[src/rtl/eim_host_master_pkg.sv]
// eim_host_master_pkg: shared widths, FSM state encoding and default phase lengths for the EIM host master.
package eim_host_master_pkg;
    localparam int EIM_DA_W = 8;
    localparam int unsigned DEF_ADDR_CYCLES = 4;
    localparam int unsigned DEF_DATA_CYCLES = 4;
    localparam int unsigned DEF_HOLD_CYCLES = 3;
    localparam int unsigned DEF_TURN_CYCLES = 2;
    localparam int unsigned DEF_IDLE_CYCLES = 2;
    typedef enum logic [2:0] {
        ST_IDLE, ST_ADDR, ST_WDATA, ST_WHOLD, ST_TURN, ST_RDATA, ST_RECOVER
    } state_t;
    function automatic logic [7:0] phase_load(int unsigned n);
        return 8'(n - 1);
    endfunction
endpackage

[src/rtl/eim_host_master_phase_timer.sv]
// eim_host_master_phase_timer: loadable 8-bit down-counter that parks at zero and flags it.
module eim_host_master_phase_timer (
    input  logic       clk,
    input  logic       rst_n,
    input  logic       load,
    input  logic [7:0] load_val,
    output logic       zero
);
    logic [7:0] cnt;
    assign zero = cnt == 8'd0;
    always_ff @(posedge clk or negedge rst_n)
        if (!rst_n) cnt <= '0;
        else        cnt <= load ? load_val : zero ? cnt : cnt - 8'd1;
endmodule

[src/rtl/eim_host_master.sv]
// eim_host_master: single-beat EIM initiator; stretches every bus phase so a double-syncing responder samples cleanly.
module eim_host_master
    import eim_host_master_pkg::*;
#(
    parameter int unsigned ADDR_CYCLES = DEF_ADDR_CYCLES,
    parameter int unsigned DATA_CYCLES = DEF_DATA_CYCLES,
    parameter int unsigned HOLD_CYCLES = DEF_HOLD_CYCLES,
    parameter int unsigned TURN_CYCLES = DEF_TURN_CYCLES,
    parameter int unsigned IDLE_CYCLES = DEF_IDLE_CYCLES
) (
    input  logic                clk,
    input  logic                rst_n,
    input  logic                req_valid,
    output logic                req_ready,
    input  logic                req_write,
    input  logic [EIM_DA_W-1:0] req_addr,
    input  logic [EIM_DA_W-1:0] req_wdata,
    output logic                rsp_valid,
    output logic [EIM_DA_W-1:0] rsp_rdata,
    output logic                eim_cs0_n,
    output logic                eim_lba_n,
    output logic                eim_wr_n,
    output logic                eim_oe_n,
    output logic [EIM_DA_W-1:0] eim_da_out,
    output logic                eim_da_oe,
    input  logic [EIM_DA_W-1:0] eim_da_in
);
    state_t state, nxt;
    logic accept, zero, load, wr_q;
    logic [7:0] load_val;
    logic [EIM_DA_W-1:0] addr_q, wdata_q, a_eff, sync1, sync2;

    assign req_ready = state == ST_IDLE;
    assign accept    = req_valid & req_ready;
    assign a_eff     = accept ? req_addr : addr_q;

    eim_host_master_phase_timer u_timer (
        .clk(clk), .rst_n(rst_n), .load(load), .load_val(load_val), .zero(zero)
    );

    always_comb begin
        nxt = state;
        case (state)
            ST_IDLE:    nxt = accept ? ST_ADDR : ST_IDLE;
            ST_ADDR:    nxt = zero ? (wr_q ? ST_WDATA : ST_TURN) : ST_ADDR;
            ST_WDATA:   nxt = zero ? ST_WHOLD : ST_WDATA;
            ST_WHOLD:   nxt = zero ? ST_RECOVER : ST_WHOLD;
            ST_TURN:    nxt = zero ? ST_RDATA : ST_TURN;
            ST_RDATA:   nxt = zero ? ST_RECOVER : ST_RDATA;
            ST_RECOVER: nxt = zero ? ST_IDLE : ST_RECOVER;
            default:    nxt = ST_IDLE;
        endcase
        load     = nxt != state;
        load_val = nxt == ST_ADDR    ? phase_load(ADDR_CYCLES) :
                   nxt == ST_TURN    ? phase_load(TURN_CYCLES) :
                   nxt == ST_WHOLD   ? phase_load(HOLD_CYCLES) :
                   nxt == ST_RECOVER ? phase_load(IDLE_CYCLES) :
                   nxt inside {ST_WDATA, ST_RDATA} ? phase_load(DATA_CYCLES) : 8'd0;
    end

    // Pins are registered from the next state so each level covers exactly its state's cycles.
    always_ff @(posedge clk or negedge rst_n)
        if (!rst_n) begin
            state      <= ST_IDLE;
            eim_cs0_n  <= 1'b1;
            eim_lba_n  <= 1'b1;
            eim_wr_n   <= 1'b1;
            eim_oe_n   <= 1'b1;
            eim_da_oe  <= 1'b0;
            eim_da_out <= '0;
            rsp_valid  <= 1'b0;
            rsp_rdata  <= '0;
            wr_q       <= 1'b0;
            addr_q     <= '0;
            wdata_q    <= '0;
            sync1      <= '0;
            sync2      <= '0;
        end else begin
            state      <= nxt;
            eim_cs0_n  <= nxt inside {ST_IDLE, ST_RECOVER};
            eim_lba_n  <= nxt != ST_ADDR;
            eim_wr_n   <= nxt != ST_WDATA;
            eim_oe_n   <= nxt != ST_RDATA;
            eim_da_oe  <= nxt inside {ST_ADDR, ST_WDATA, ST_WHOLD};
            eim_da_out <= nxt == ST_ADDR ? a_eff : nxt == ST_WDATA ? wdata_q : eim_da_out;
            rsp_valid  <= nxt == ST_RECOVER && state != ST_RECOVER;
            sync1      <= eim_da_in;
            sync2      <= sync1;
            if (state == ST_RDATA && zero) rsp_rdata <= sync2;
            if (accept) {wr_q, addr_q, wdata_q} <= {req_write, req_addr, req_wdata};
        end
endmodule

[config.mk]
export PLATFORM = sky130hd
export DESIGN_NAME = eim_host_master
export DESIGN_NICKNAME = d
export VERILOG_FILES = /design/src/rtl/eim_host_master_pkg.sv /design/src/rtl/eim_host_master_phase_timer.sv /design/src/rtl/eim_host_master.sv
export SDC_FILE = /design/constraint.sdc
export NUM_CORES = 1
export LEC_CHECK = 0
export CAP_MARGIN = 10
export CORE_MARGIN = 1.5
export CORE_UTILIZATION = 48
export CTS_BUF_LIST = sky130_fd_sc_hd__clkbuf_16
export CTS_CLUSTER_SIZE = 20
export DETAILED_ROUTE_END_ITERATION = 16
export GPL_ROUTABILITY_DRIVEN = 0
export PLACE_DENSITY = 0.84
export RECOVER_POWER = 100
export SLEW_MARGIN = 20
export SYNTH_ARGS = -nofsm -noshare
export SYNTH_HDL_FRONTEND = slang
export SYNTH_SLANG_ARGS = --single-unit
[constraint.sdc]
create_clock -name clk -period 2.88 [get_ports clk]
set_clock_uncertainty 0.2 [all_clocks]
set_input_delay 0.432 -clock clk [delete_from_list [all_inputs] [get_ports clk]]
set_output_delay 0.432 -clock clk [all_outputs]
set_load 0.02 [all_outputs]
==> results.py <==
metrics = {
    "routing": {
        "m1WireLength_um": 2360,
        "highest_layer": "met4",
        "routed_via_density": 5.32,
        "route.detailed.wl_per_inst_um": 16.2,
        "detail_route.drc_violations": 0,
        "postRouteWirelength_um": 5490,
        "drt.antenna.violating_nets": 0,
        "drt-initial-drc-count": 242,
        "detailedRoute.firstPassIterationCount": 4,
        "dr_total_vias": 1803,
        "met2WireLength_um": 2680,
        "wl_met3_um": 302,
    },
    "worst_hold_path": {
        "min-delay-path-class": "reg -> reg",
        "hold_depth": 0,
        "endpoint_of_the_worst_hold_timing_path": "sync2[1]",
        "min_from": "sync1[1]",
    },
    "global_routing": {
        "pin_count_of_the_biggest_net_entering_global_routing": 36,
        "number_of_global_route_vias_before_repair": 1815,
        "grt_util_all_layers_pct": 19.6,
        "global_route_wire_length_before_repair_um": 8940,
        "remaining_global_route_overflow": 0,
        "initial_antenna_violation_count": 0,
    },
    "synth": {
        "netlist-cell-type-count": 39,
        "synth_largest_area_cell": "dfrtp_1",
        "yosys.area_share.xor_xnor_pct": 1.92,
        "syn_inst": 205,
        "postSynthRegisterBits": 66,
        "synth_simple_gate_area_share_pct": 9.45,
        "post_synth_mux_area_share_pct": 16.8,
        "synth_commonest_cells": "62 x dfrtp_1, 40 x mux2_2, 14 x nor2_1",
        "synth_ff_type": "dfrtp_1",
        "syn-mean-instance-area_sq_um": 13.4,
        "syn_area_sq_um": 2740,
        "synth.yosys.seq_area_share_pct": 60.4,
        "synth-edff-count": 0,
        "netlist.area_leader.share_pct": 56.6,
        "mappedNetlistNets": 235,
        "combinational_family_with_the_most_area_after_synthesis": "multiplexers",
        "ys.warnings.count": 0,
        "ys_async_sr_fraction_pct": 100,
        "netlist_top_cells_area": "dfrtp_1 57%, mux2_2 16%, dfstp_2 3.8%",
        "post-synth-top-count-cell": "dfrtp_1",
        "synth-compound-area-share_pct": 7.71,
        "post_synthesis_adder_cell_area_fraction_pct": 0.913,
    },
    "setup_path": {
        "cp.arrival_ns": 2.10,
        "largest_incremental_delay_on_the_critical_path_ns": 0.69,
        "worstSetupStartpointType": "register",
        "crit_path_cell_chain": "or2_2, nor2_1, dlygate4sd3_1",
        "reg2reg_setup_slack_ns": 0.19,
        "cp_slowest_cell": "dlygate4sd3_1",
        "reg2reg_to": "rsp_rdata[6]",
        "worstSetupEndpointType": "primary output",
        "timing.critical_path.required_ns": 2.25,
        "crit_fanout": 17,
        "setup.worst_path.start": "state[1]",
        "worstSetupPathType": "reg -> out",
        "regToRegStartpoint": "u_timer.cnt[0]",
        "reg2reg_depth": 6,
    },
    "cts": {
        "cts-root-buf": "clkbuf_16",
        "cts_max_path_buffers": 2,
        "h-tree-depth": 3,
        "clk_pin_slew_ns": 0.05,
        "cts_tree": "built",
        "clock_sink_count": 66,
        "worstSkewPairLatency_ns": 0.33,
        "cts_inserted_buffers": 9,
    },
    "die": {
        "start_util_pct": 49.8,
        "fp.coreArea_sq_um": 5510,
        "io_pins": 51,
        "placementRows": 27,
        "die_x_um": 78.6,
        "die-height_um": 78.6,
        "dieArea_sq_um": 6170,
    },
    "place": {
        "numPortBuffers": 50,
        "dp_hpwl_um": 3650,
    },
    "cells_and_area": {
        "post_route_cells_drive_above_1_share_pct": 25.1,
        "n_fill_cell": 410,
        "diodes": 0,
        "areaGrowthSynthToFinish_pct": 33.4,
        "final_net_count": 292,
    },
    "pwr": {
        "max-vdd-ir-drop_mv": 0.707,
        "p_per_area_nw_per_um2": 1150,
        "power.leakage_uw": 0.00160,
    },
    "sta": {
        "final_hold_violation_count": 0,
        "final-max-slew-violation-count": 32,
        "final_period_minus_worst_setup_slack_ns": 2.73,
        "worst_slew_pin_slew_ns": 1.76,
        "fin_hold_ws_ns": 0.148,
        "timing.setup.tns_ns": 0,
        "relSlewSlack_pct": -17.3,
        "timing.final.setup_violations": 0,
        "min_period_over_period_pct": 94.8,
        "rsz0062_at_grt": "no",
        "max_freq_mhz": 366,
    },
    "run_status": {
        "violations_in_the_final_reports": "capacitance limit, slew limit",
        "outcome": "complete, but fails checks",
    },
    "job": {
        "cap_violations": 1,
    },
}
[timing repair]
| action | CTS | global route |
|---|---|---|
| setup buffers | 0 | 0 |
| resized for setup | 0 | 0 |
| endpoints found under the hold margin | 29 | 0 |
| hold buffers | 1 | 0 |
[flip-flops by register name (all words and copies together) (netlist names), 3 cells and up]
name         flops
state            3
addr_q           8
sync2            8
sync1            8
u_timer.cnt      8
eim_da_out       8
wdata_q          8
rsp_rdata        8
[area by class of cell]
cell class	count	area (sq um)	share of cell area [%]
multi-input cells	121	1000	27.4
flip-flops and latches	66	1660	45.3
inverters	8	30.0	0.821
clock buffers	9	225	6.16
repair buffers	56	567	15.5
well taps	72	90.1	2.46
clock inverters	7	86.3	2.36
[logic make-up (layout without fill, tap and decap cells)]
logic type / Yosys count / count (layout)
DFF: 66 / 66
and+or+nand+nor: 46 / 46
muxes: 41 / 41
AOI/OAI and AO/OA: 26 / 26
buffers and inverters: 18 / 80
xor gates and xnor gates: 6 / 6
adders and majority gates: 2 / 2
[worst max-delay path: cells and delay by family, from the launching register on]
kind | cells | cell delay (ns)
buffers and inverters | 1 | 0.69
DFF | 1 | 0.57
and+or+nand+nor | 2 | 0.50
[per-stage QoR]
| step | setup WS (ns) | total power [uW] | std cells | util, % | cell area [sq um] |
|---|---|---|---|---|---|
| finish | 0.151 | 4210 | 339 | 66.4 | 3660 |
| global route | 0.0883 | 4430 | 339 | 66.4 | 3660 |
| CTS | 0.196 | 4310 | 339 | 66.7 | 3670 |
| detailed placement | 0.212 | 3140 | 322 | 60.8 | 3350 |
| global placement | 0.236 | 3050 | 322 | 60.8 | 3350 |
| floorplan | 0.637 | 2590 | 205 | - | 2740 |
[per-layer routing]
| metal | vias to the layer above | track usage, % |
|---|---|---|
| met2 | 50 | 30.2 |
| met1 | 907 | 25.0 |
| met5 | - | 0 |
| met4 | 0 | 11.4 |
| met3 | 15 | 5.00 |
| li1 | 831 | - |
[power breakdown]
| part | total [uW] | switching [uW] | leakage (uW) | internal [uW] |
|---|---|---|---|---|
| sequential | 1500 | 242 | 0.000796 | 1260 |
| combinational | 1570 | 775 | 0.000642 | 799 |
| clock | 1140 | 387 | 0.000162 | 749 |
| total | 4210 | 1400 | 0.00160 | 2810 |
[layout by cell type, fill, tap and decap left out, types with 3 or more instances in the layout]
cell             instances
nand2_1                 12
nand4_1                  3
clkbuf_16                9
buf_4                    3
xnor2_1                  4
dfstp_2                  4
a21oi_1                  6
inv_1                   10
dfrtp_1                 62
mux2_2                  37
mux2_1                   3
nand3_1                  4
dlygate4sd3_1           32
nor2_1                  14
clkdlybuf4s50_1         18
o21ai_0                  5
[worst max path at each step]
stage               endpoint  slack [ns]
3_3_place_gp   eim_da_out[6]        0.24
5_1_grt         rsp_rdata[6]        0.09
3_5_place_dp   eim_da_out[2]        0.21
6_report           req_ready        0.15
4_1_cts            req_ready        0.20
2_1_floorplan  eim_da_out[0]        0.64
Note: power is estimated with default switching activity, not from simulation.
